[src/rtl/mem_burst_master.sv]
// mem_burst_master: issues a burst of single-beat read or write requests to a
// memory port using a valid/ready handshake, with an incrementing data pattern
// P(k) = seed + k*STRIDE. Optional read checking is compiled in with the
// macro MEM_BURST_MASTER_CHECK_EN; without it err_cnt/first_err_addr read 0.
module mem_burst_master #(
  parameter int WIDTH  = 32,
  parameter int DEPTH  = 256,
  parameter int ADDR   = 8,
  parameter int STRIDE = 1
) (
  input  logic             clk,
  input  logic             rst,
  input  logic             start,
  input  logic             dir,
  input  logic [ADDR-1:0]  start_addr,
  input  logic [ADDR:0]    num_loc,
  input  logic [WIDTH-1:0] seed,
  output logic [ADDR-1:0]  addr,
  output logic [WIDTH-1:0] wdata,
  output logic             wrbar,
  output logic             valid,
  input  logic             ready,
  input  logic [WIDTH-1:0] rdata,
  output logic             busy,
  output logic             done,
  output logic [WIDTH-1:0] rd_data,
  output logic             rd_valid,
  output logic [ADDR:0]    err_cnt,
  output logic [ADDR-1:0]  first_err_addr
);

  typedef enum logic [1:0] {IDLE, XFER, DONE} state_t;

  localparam logic [ADDR:0]    MAX_BEATS = (ADDR+1)'(DEPTH);
  localparam logic [WIDTH-1:0] STEP      = WIDTH'(STRIDE);

  state_t           state;
  logic [ADDR:0]    beats_left;  // beats remaining after the one on the bus
  logic [WIDTH-1:0] pat;         // P(k) for the beat currently presented
  logic             wr_mode;
  logic             accept;
  logic [ADDR:0]    beats_req;

  assign accept    = valid & ready;
  assign beats_req = (num_loc > MAX_BEATS) ? MAX_BEATS : num_loc;

  // Command FSM; all request outputs are registered and held until acceptance.
  always_ff @(posedge clk or negedge rst) begin
    if (!rst) begin
      state      <= IDLE;
      addr       <= '0;
      wdata      <= '0;
      wrbar      <= 1'b0;
      valid      <= 1'b0;
      busy       <= 1'b0;
      done       <= 1'b0;
      rd_data    <= '0;
      rd_valid   <= 1'b0;
      beats_left <= '0;
      pat        <= '0;
      wr_mode    <= 1'b0;
    end else begin
      rd_valid <= 1'b0;
      case (state)
        IDLE: begin
          if (start) begin
            busy    <= 1'b1;
            wr_mode <= dir;
            pat     <= seed;
            if (beats_req == '0) begin
              state <= DONE;
              done  <= 1'b1;
            end else begin
              state      <= XFER;
              valid      <= 1'b1;
              addr       <= start_addr;
              wrbar      <= dir;
              wdata      <= dir ? seed : '0;
              beats_left <= beats_req - 1'b1;
            end
          end
        end
        XFER: begin
          if (accept) begin
            if (!wr_mode) begin
              rd_data  <= rdata;
              rd_valid <= 1'b1;
            end
            if (beats_left == '0) begin
              state <= DONE;
              done  <= 1'b1;
              valid <= 1'b0;
              addr  <= '0;
              wdata <= '0;
              wrbar <= 1'b0;
            end else begin
              // address wraps naturally at 2^ADDR
              beats_left <= beats_left - 1'b1;
              addr       <= addr + 1'b1;
              pat        <= pat + STEP;
              if (wr_mode) wdata <= pat + STEP;
            end
          end
        end
        DONE: begin
          state <= IDLE;
          done  <= 1'b0;
          busy  <= 1'b0;
        end
        default: state <= IDLE;
      endcase
    end
  end

`ifdef MEM_BURST_MASTER_CHECK_EN
  logic err_seen;

  // Read checker: counts mismatches against P(k), latches the first address.
  always_ff @(posedge clk or negedge rst) begin
    if (!rst) begin
      err_cnt        <= '0;
      first_err_addr <= '0;
      err_seen       <= 1'b0;
    end else if (state == IDLE && start) begin
      err_cnt        <= '0;
      first_err_addr <= '0;
      err_seen       <= 1'b0;
    end else if (state == XFER && accept && !wr_mode && rdata != pat) begin
      if (err_cnt != '1) err_cnt <= err_cnt + 1'b1;
      if (!err_seen) begin
        first_err_addr <= addr;
        err_seen       <= 1'b1;
      end
    end
  end
`else
  assign err_cnt        = '0;
  assign first_err_addr = '0;
`endif

endmodule

[config.mk]
export PLATFORM = sky130hd
export DESIGN_NAME = mem_burst_master
export DESIGN_NICKNAME = d
export VERILOG_FILES = /design/src/rtl/mem_burst_master.sv
export SDC_FILE = /design/constraint.sdc
export NUM_CORES = 1
export LEC_CHECK = 0
export ABC_AREA = 1
export ABC_CLOCK_PERIOD_IN_PS = 3400
export BUFFER_PORTS_ARGS = -buffer_cell sky130_fd_sc_hd__buf_4
export CAP_MARGIN = 20
export CORE_MARGIN = 3
export CORE_UTILIZATION = 40
export CTS_CLUSTER_DIAMETER = 120
export DETAILED_ROUTE_END_ITERATION = 8
export GPL_ROUTABILITY_DRIVEN = 0
export RECOVER_POWER = 50
export SLEW_MARGIN = 5
export SYNTH_ARGS = -nofsm -noshare
export SYNTH_HDL_FRONTEND = slang
export SYNTH_SLANG_ARGS = --single-unit
[constraint.sdc]
create_clock -name clk -period 3.4 [get_ports clk]
set_input_delay 0.68 -clock clk [delete_from_list [all_inputs] [get_ports clk]]
set_output_delay 0.68 -clock clk [all_outputs]
set_load 0.01 [all_outputs]
==> key figures, run 1 <==
Status
  • Status: complete, but fails checks
  • Failing checks: capacitance limit, slew limit

Finish
  • Final Net Count: 1159
  • Core utilization of the finished layout: 51.7%
  • Layout cells sized above 1: 18.9%
  • Antenna diode count: 0
  • Summed area of non-filler cells in the final layout: 8610 sq um
  • Layout area overhead: 26.1%

Critical path
  • Number of buffers and inverters on the critical path: 2
  • Data required time at the worst endpoint: 3960 ps
  • Data arrival, critical path: 3200 ps
  • Start of the worst register-to-register path: state[1]
  • Capture point of the worst reg-to-reg path: beats_left[6]
  • Critical path origin: rst
  • Max FO, Critical Path: 44
  • Critical path's slowest cell: clkbuf_1
  • End point of the critical path: rd_data[23]
  • Worst-case reg-to-reg path depth: 10
  • Kind of launch point of the worst setup path: primary input
  • Slowest stage delay, CP: 1850 ps
  • Reg2reg setup slack: 870 ps
  • Critical path cell sequence: clkbuf_1 -> buf_4
  • Top delay family on crit path: buffers and inverters
  • Worst Path Class, Setup: in2async
  • CP endpoint kind: asynchronous set/reset pin
  • Cell count along the critical path: 2

Clocking
  • Post-CTS clock slew at the launch and capture registers of the worst setup and hold paths: 60 ps
  • Number of buffers inserted by post-CTS setup repair: 0
  • CTS tree: yes
  • Total clock sinks: 121
  • Root buffer cell: clkbuf_16
  • # H-tree levels: 4
  • Clock insertion delay at the later pin of the skew report: 420 ps
  • CTS buffer count: 17
  • Post-CTS sizing: 0
  • Maximum clock insertion buffer count: 2
  • Number of buffers added to fix hold violations after cts: 0

Timing
  • Setup TNS: 0 ps
  • Final hold viol count: 0
  • Minimum clock period: 2630 ps
  • Slew margin rel.: -78.0%
  • RSZ-0062 raised after global routing: no
  • Final period utilization: 77.5%
  • Final Max Tran Viols: 44
  • Final setup fails: 0
  • Worst Clk Skew: 11.1 ps
  • Max Clk Rate: 380 MHz
  • Worst Tran Pin Value: 2670 ps

Synthesis
  • Post-synthesis instance area: 6830 sq um
  • Synthesized instance count: 914
  • Sequential-to-total area share from yosys stat: 44.3%
  • Share of async-settable or async-resettable flops after synthesis: 100%
  • #FFs+latches synth: 121
  • Number of different library cells in the post-synthesis netlist: 43
  • Avg Synthesized Cell Area: 7.47 sq um
  • Number of flops mapped to enable cells by yosys: 0
  • Warning count from the yosys run: 0
  • Prevailing post-synth register cell: dfrtp_1

Drt
  • Violation count after the first detailed-route iteration: 469
  • Remaining routing DRC violations: 0
  • Routed WL per cell: 15.6 microns
  • First-pass DRT Iterations: 5
  • Antenna-violating nets left: 0
  • Routed wire length: 20300 microns
  • Post-DR vias/cell: 4.99
  • Routed vias: 6481

Placement
  • Post-detail-place hpwl: 14900 microns
  • Area after DPL: 8130 sq um
  • Count of buffers from port buffering: 162

Pwr
  • Power spent charging and discharging nets: 0.00387 W
  • Total leakage power: 4.25 nW
  • Part of the total power dissipated in the clock network: 21.0%
  • Cell Pwr Density: 1010 nW/um^2
  • Part of the power in combinational logic: 47.9%
  • Internal power summed over all cells: 0.00484 W
  • Largest voltage drop on the vdd net: 0.000524 V
  • Part of the power in registers: 31.1%
  • Switching fraction of total power: 44.4%

Floorplan
  • Die Y-Extent: 137 microns
  • Initial Utilization: 41.0%
  • Floorplan die width: 137 microns
  • Core ar.: 16600 sq um
  • Die Outline Area: 18700 sq um
  • Row count: 47
  • Top Ports: 180

Global routing
  • Antenna violations before repair: 0
  • GRT Total Usage: 22.3%
  • Maximum number of pins on one net before global-route repair: 57
  • First-pass GRT wire length: 32800 microns
  • Via count of the first global-routing pass: 6354
  • Grt ovf: 0

Hold path
  • Worst hold path type: in2reg

Run
  • Number of maximum-capacitance constraint violations: 1
worst reg2reg max path: stages, from the launching register on:
cell	delay [ps]
dfrtp_1	390
inv_1	80
ha_2	320
buf_4	460
nand2_1	130
nand2_2	280
inv_2	60
nand2_1	290
inv_1	220
nand3_1	130
nand2_1	60
cells in the final DEF (no fill, tap or decap), drive strengths merged:
| cell type | count |
|---|---|
| xnor2 | 4 |
| a2bb2oi | 9 |
| a21oi | 38 |
| nand4 | 7 |
| conb | 17 |
| clkinv | 5 |
| o22ai | 14 |
| nand3 | 55 |
| inv | 68 |
| a21boi | 1 |
| clkbuf | 56 |
| a22oi | 9 |
| or2 | 4 |
| o211ai | 5 |
| dfrtp | 121 |
| o21bai | 1 |
| nand2 | 337 |
| clkinvlp | 4 |
| buf | 134 |
| ha | 6 |
| nor3 | 17 |
| a31oi | 11 |
| bufinv | 2 |
| nor2 | 84 |
| o21ai | 57 |
| a21o | 2 |
| o21a | 1 |
| xor2 | 11 |
synthesized netlist by cell type, types with 4 or more instances:
| cell type | n | area share [%] |
|---|---|---|
| o21ai_0 | 46 | 3.4 |
| a31oi_1 | 11 | 1.0 |
| o22ai_1 | 14 | 1.3 |
| nor2_2 | 6 | 0.55 |
| nand3_1 | 52 | 3.8 |
| buf_4 | 20 | 2.2 |
| a2bb2oi_1 | 5 | 0.64 |
| dfrtp_1 | 121 | 44 |
| nand4_1 | 7 | 0.64 |
| inv_2 | 5 | 0.27 |
| xnor2_1 | 4 | 0.51 |
| buf_6 | 6 | 0.99 |
| o211ai_1 | 5 | 0.55 |
| ha_1 | 6 | 1.1 |
| o21ai_1 | 10 | 0.73 |
| nor3_1 | 16 | 1.2 |
| a2bb2oi_2 | 4 | 0.88 |
| clkbuf_1 | 14 | 0.77 |
| a21oi_1 | 34 | 2.5 |
| inv_1 | 59 | 3.2 |
| a22oi_1 | 8 | 0.88 |
| xor2_1 | 11 | 1.4 |
| buf_2 | 12 | 0.88 |
| nor2_1 | 75 | 4.1 |
| nand2_1 | 334 | 18 |
| or2_2 | 4 | 0.37 |
area by class of cell:
cell class | instances | area (sq um)
Clock buffer | 19 | 453
Multi-Input combinational cell | 690 | 3280
Timing Repair Buffer | 171 | 1180
Tap cell | 220 | 275
Clock inverter | 13 | 144
Inverter | 66 | 255
Fill cell | 1676 | 8030
Sequential cell | 121 | 3030
per-layer routing:
| metal | share of wire (%) | up-vias | global-route usage, % |
|---|---|---|---|
| met1 | 43 | 2999 | 29.3 |
| met2 | 48 | 221 | 36.2 |
| met5 | 0 | - | 0 |
| met4 | 1.4 | 0 | 6.55 |
| li1 | - | 3239 | - |
| met3 | 7.2 | 22 | 5.92 |
worst min-delay path by stage:
stage,from,to,slack [ps],depth (start not counted)
4_1_cts,rst,wdata[19],290,1
5_1_grt,rdata[9],rd_data[9],450,3
3_5_place_dp,rd_data[12],rd_data[12],460,2
6_report,rdata[20],rd_data[20],450,3
3_3_place_gp,rd_data[28],rd_data[28],460,2
2_1_floorplan,rst,addr[0],380,0
power groups by stage:
stage	registers, W	logic (W)	clock network, W
detailed placement	0.00271	0.00431	0
global route	0.00280	0.00474	0.00193
floorplan	0.00276	0.00284	0
global placement	0.00272	0.00425	0
CTS	0.00271	0.00431	0.00186
finish	0.00271	0.00418	0.00183
kinds of logic after synthesis:
kind of cell / Yosys count / synth area share [%]
AOI/OAI and AO/OA: 148 / 13.5
xor gates and xnor gates: 15 / 1.92
adders and majority gates: 6 / 1.10
buffers and inverters: 119 / 8.63
DFF: 121 / 44.3
other: 1 / 0.0549
and+or+nand+nor: 504 / 30.5
flip-flops by register name, summed over array words and instances, names as in the netlist:
register    cells
done            1
valid           1
wdata          32
beats_left      9
rd_data        32
pat            32
addr            8
wrbar           1
rd_valid        1
wr_mode         1
state           2
busy            1
metrics by stage:
step	power [W]	std cells	hold slack (ps)	setup WS, ps
final	0.00871	1300	454	767
after global routing	0.00947	1300	455	314
after CTS	0.00888	1299	293	641
after detailed placement	0.00702	1267	459	636
after global placement	0.00697	1267	455	691
after floorplan	0.00560	930	384	1380
(Power assumes the default switching activity.)
==> inputs of run 2 (changes only) <==
--- a/config.mk
+++ b/config.mk
@@ -5,8 +5,8 @@
 export SDC_FILE = /design/constraint.sdc
 export NUM_CORES = 1
 export LEC_CHECK = 0
-export ABC_AREA = 1
-export ABC_CLOCK_PERIOD_IN_PS = 3400
+export ABC_AREA = 0
+export ABC_CLOCK_PERIOD_IN_PS = 2500
 export BUFFER_PORTS_ARGS = -buffer_cell sky130_fd_sc_hd__buf_4
 export CAP_MARGIN = 20
 export CORE_MARGIN = 3
==> constraint.sdc (replaced) <==
create_clock -name clk -period 2.5 [get_ports clk]
set_input_delay 0.5 -clock clk [delete_from_list [all_inputs] [get_ports clk]]
set_output_delay 0.5 -clock clk [all_outputs]
set_load 0.01 [all_outputs]
==> run 2 against run 1 <==
  * The run still ends with capacitance limit, slew limit left
  * Count of clock-buffer cells in the layout is 2 lower
  * Sequential cell count unchanged
  * Core utilization grew 1.2 points
  * Global-route usage down 0.95 points
  * Register-to-register slack got worse by 680 ps
  * Clock skew decreased by 3.7 ps
  * Routed wire length decreased by 3.9%
  * Combinational power rose by 43%
==> key figures, run 2 <==
Placement
  • Post-detail-place hpwl: 14000 microns (-6.0%)
  • Count of buffers from port buffering: 162 (unchanged)

Drt
  • Routed vias: 6128 (-5.4%)
  • Violation count after the first detailed-route iteration: 390 (-17%)
  • Routed wire length: 19500 microns (-3.9%)
  • Routed WL per cell: 16.7 microns (+7.2%)
  • Post-DR vias/cell: 5.26 (+5.4%)
  • First-pass DRT Iterations: 4 (-1)
  • Antenna-violating nets left: 0 (unchanged)
  • Remaining routing DRC violations: 0 (unchanged)

Clocking
  • CTS tree: yes
  • Total clock sinks: 121 (unchanged)
  • Post-CTS sizing: 0 (unchanged)
  • Number of buffers added to fix hold violations after cts: 0 (unchanged)
  • Maximum clock insertion buffer count: 2 (unchanged)
  • Post-CTS clock slew at the launch and capture registers of the worst setup and hold paths: 60 ps (about the same)
  • Clock insertion delay at the later pin of the skew report: 420 ps (about the same)
  • # H-tree levels: 4 (unchanged)
  • Root buffer cell: clkbuf_16
  • CTS buffer count: 17 (unchanged)
  • Number of buffers inserted by post-CTS setup repair: 0 (unchanged)

Critical path
  • Max FO, Critical Path: 14 (-68%)
  • Worst Path Class, Setup: reg2reg
  • Data arrival, critical path: 2610 ps (-590 ps)
  • Critical path origin: state[1]
  • Worst-case reg-to-reg path depth: 9 (-1)
  • End point of the critical path: beats_left[8]
  • Reg2reg setup slack: 190 ps (-680 ps)
  • Start of the worst register-to-register path: state[1]
  • Kind of launch point of the worst setup path: register
  • Data required time at the worst endpoint: 2790 ps (-1170 ps)
  • Capture point of the worst reg-to-reg path: beats_left[8]
  • CP endpoint kind: register

Finish
  • Layout cells sized above 1: 25.5% (+6.6 points)
  • Antenna diode count: 0 (unchanged)
  • Most frequent cells in the layout: 166 x nand2_1, 157 x buf_4, 121 x dfrtp_1
  • Final Net Count: 1025 (-12%)
  • Layout area overhead: 28.5%
  • Registers with the most flip-flops: pat (32), rd_data (32), wdata (32)
  • Most common cell after layout, fill and taps aside: nand2_1

Floorplan
  • Row count: 47 (unchanged)
  • Core ar.: 16700 sq um (+0.35%)
  • Die Y-Extent: 137 microns (+0.38%)
  • Die Outline Area: 18800 sq um (+0.76%)
  • Initial Utilization: 41.2% (+0.18 points)
  • Top Ports: 180 (unchanged)
  • Floorplan die width: 137 microns (+0.38%)

Synthesis
  • Post-synthesis instance area: 6880 sq um (+0.79%)
  • Area fraction of the dominant cell type after synthesis: 44.0% (-0.35 points)
  • Sequential-to-total area share from yosys stat: 44.0% (-0.35 points)
  • Most common library cells after synthesis: 168 x nand2_1, 121 x dfrtp_1, 51 x o21ai_0
  • Synth area leaders: dfrtp_1 44%, nand2_1 9.2%, o21ai_0 3.7%
  • Cell accounting for the most synthesized area: dfrtp_1
  • Main combinational cell family by area after synthesis: simple AND/OR/NAND/NOR gates
  • Prevailing post-synth register cell: dfrtp_1
  • Warning count from the yosys run: 0 (unchanged)
  • Simple-Gate Fraction of Synth Area: 22.9% (-7.6 points)
  • Arithmetic-cell share of the synthesized area counting full adders, half adders and majority gates: 1.09% (-0.0086 points)
  • Synthesized instance count: 770 (-16%)
  • Complex-gate fraction of the synthesized area: 17.9% (+4.4 points)
  • Share of synthesized area spent on multiplexers: 3.15% (+3.1 points)
  • Synthesized-area fraction occupied by xor and xnor cells: 3.82% (+1.9 points)
  • Cell with the most instances after synthesis: nand2_1
  • Number of different library cells in the post-synthesis netlist: 61 (+42%)
  • #FFs+latches synth: 121 (unchanged)
  • Share of async-settable or async-resettable flops after synthesis: 100% (unchanged)
  • Number of flops mapped to enable cells by yosys: 0 (unchanged)
  • Avg Synthesized Cell Area: 8.94 sq um (+20%)

Global routing
  • Via count of the first global-routing pass: 6064 (-4.6%)
  • Grt ovf: 0 (unchanged)
  • GRT Total Usage: 21.4% (-0.95 points)
  • First-pass GRT wire length: 31600 microns (-3.5%)
  • Antenna violations before repair: 0 (unchanged)
  • Maximum number of pins on one net before global-route repair: 66 (+16%)

Pwr
  • Part of the total power dissipated in the clock network: 20.7% (-0.3 points)
  • Part of the power in combinational logic: 49.0% (+1.1 points)
  • Total leakage power: 4.09 nW (-3.8%)
  • Power spent charging and discharging nets: 0.00524 W (+35%)
  • Cell Pwr Density: 1380 nW/um^2 (+37%)
  • Largest voltage drop on the vdd net: 0.000587 V (+12%)
  • Switching fraction of total power: 42.8% (-1.6 points)
  • Part of the power in registers: 30.3% (-0.8 points)
  • Internal power summed over all cells: 0.00699 W (+44%)
  • Total power after layout: 0.0122 W (+40%)

Timing
  • Minimum clock period: 2310 ps
  • Slew margin rel.: -11.7% (+66 points)
  • Max Clk Rate: 433 MHz
  • Setup TNS: 0 ps (unchanged)
  • Final setup fails: 0 (unchanged)
  • Worst Clk Skew: 7.44 ps (-3.70 ps)
  • Final Max Tran Viols: 66 (+50%)
  • Worst Tran Pin Value: 1680 ps (-994 ps)
  • RSZ-0062 raised after global routing: no
  • Final period utilization: 92.4%
  • Final hold viol count: 0 (unchanged)

Status
  • Failing checks: capacitance limit, slew limit
  • Status: complete, but fails checks

Run
  • Number of maximum-capacitance constraint violations: 1 (unchanged)

Hold path
  • Worst hold path type: in2reg
[run 2: cell types whose count changed in the layout (fill, tap and decap cells not counted), sizes merged, moves of 8 or more]
cell	before	now
nor2	84	25
mux2i	0	16
buf	134	159
inv	68	24
xnor2	4	21
o211ai	5	21
and4	0	9
a22oi	9	22
nand2	337	170
a21oi	38	30
nand3	55	47
[run 2: how the worst min path moves through the flow]
stage | from | cells past startpoint | end | slack, ps
floorplan | rst | 0 | addr[0] | 200
CTS | rst | 2 | wdata[25] | 90
global placement | rd_data[31] | 2 | rd_data[31] | 460
detailed placement | rd_data[13] | 2 | rd_data[13] | 460
finish | rdata[8] | 3 | rd_data[8] | 260
global route | rdata[25] | 3 | rd_data[25] | 270
[run 2: worst max-delay path: stages (launching register included)]
cell and delay, ps:
dfrtp_1 390, inv_2 70, ha_2 330, nor2_1 120, a22oi_1 220, ha_2 260
o211ai_1 110, or3_4 410, a2111oi_4 180, nor3_1 80
[run 2: cells by family after synthesis]
group | Yosys count
AND/OR/NAND/NOR | 313
AO/OA/AOI/OAI | 185
flip-flops | 121
buffers and inverters | 93
XOR/XNOR | 30
multiplexers | 21
adder cells (fa/ha/maj) | 6
other | 1
[run 2: routing by layer]
metal / routed length (microns) / vias up / global-route usage, %
met4: 244 / 0 / 5.76
met1: 8840 / 2947 / 29.0
met3: 900 / 22 / 4.56
met2: 9520 / 148 / 34.7
li1: - / 3011 / -
met5: 0 / - / 0
[run 2: layout make-up]
class,count,area [sq um]
fillers,1636,7860
multi-input cells,572,3480
flip-flops and latches,121,3030
repair buffers,198,1370
clock buffers,17,425
well taps,220,275
clock inverters,15,176
inverters,23,86.3
[run 2: power groups by stage]
stage,registers (W),logic [W],clock network [W]
after floorplan,0.00378,0.00394,0
after global routing,0.00385,0.00672,0.00266
after detailed placement,0.00373,0.00618,0
after CTS,0.00372,0.00621,0.00257
final,0.00371,0.00599,0.00253
after global placement,0.00372,0.00609,0
[run 2: stage by stage]
step	hold slack [ps]	utilization, %	setup WS [ps]	area [sq um]	cells
2_1_floorplan	204	-	44.3	7010	786
3_3_place_gp	461	50.2	188	8390	1134
3_5_place_dp	463	50.2	87.9	8390	1134
4_1_cts	92.6	53.8	33.7	8990	1166
5_1_grt	265	52.9	3.23	8840	1166
6_report	262	52.9	189	8840	1166
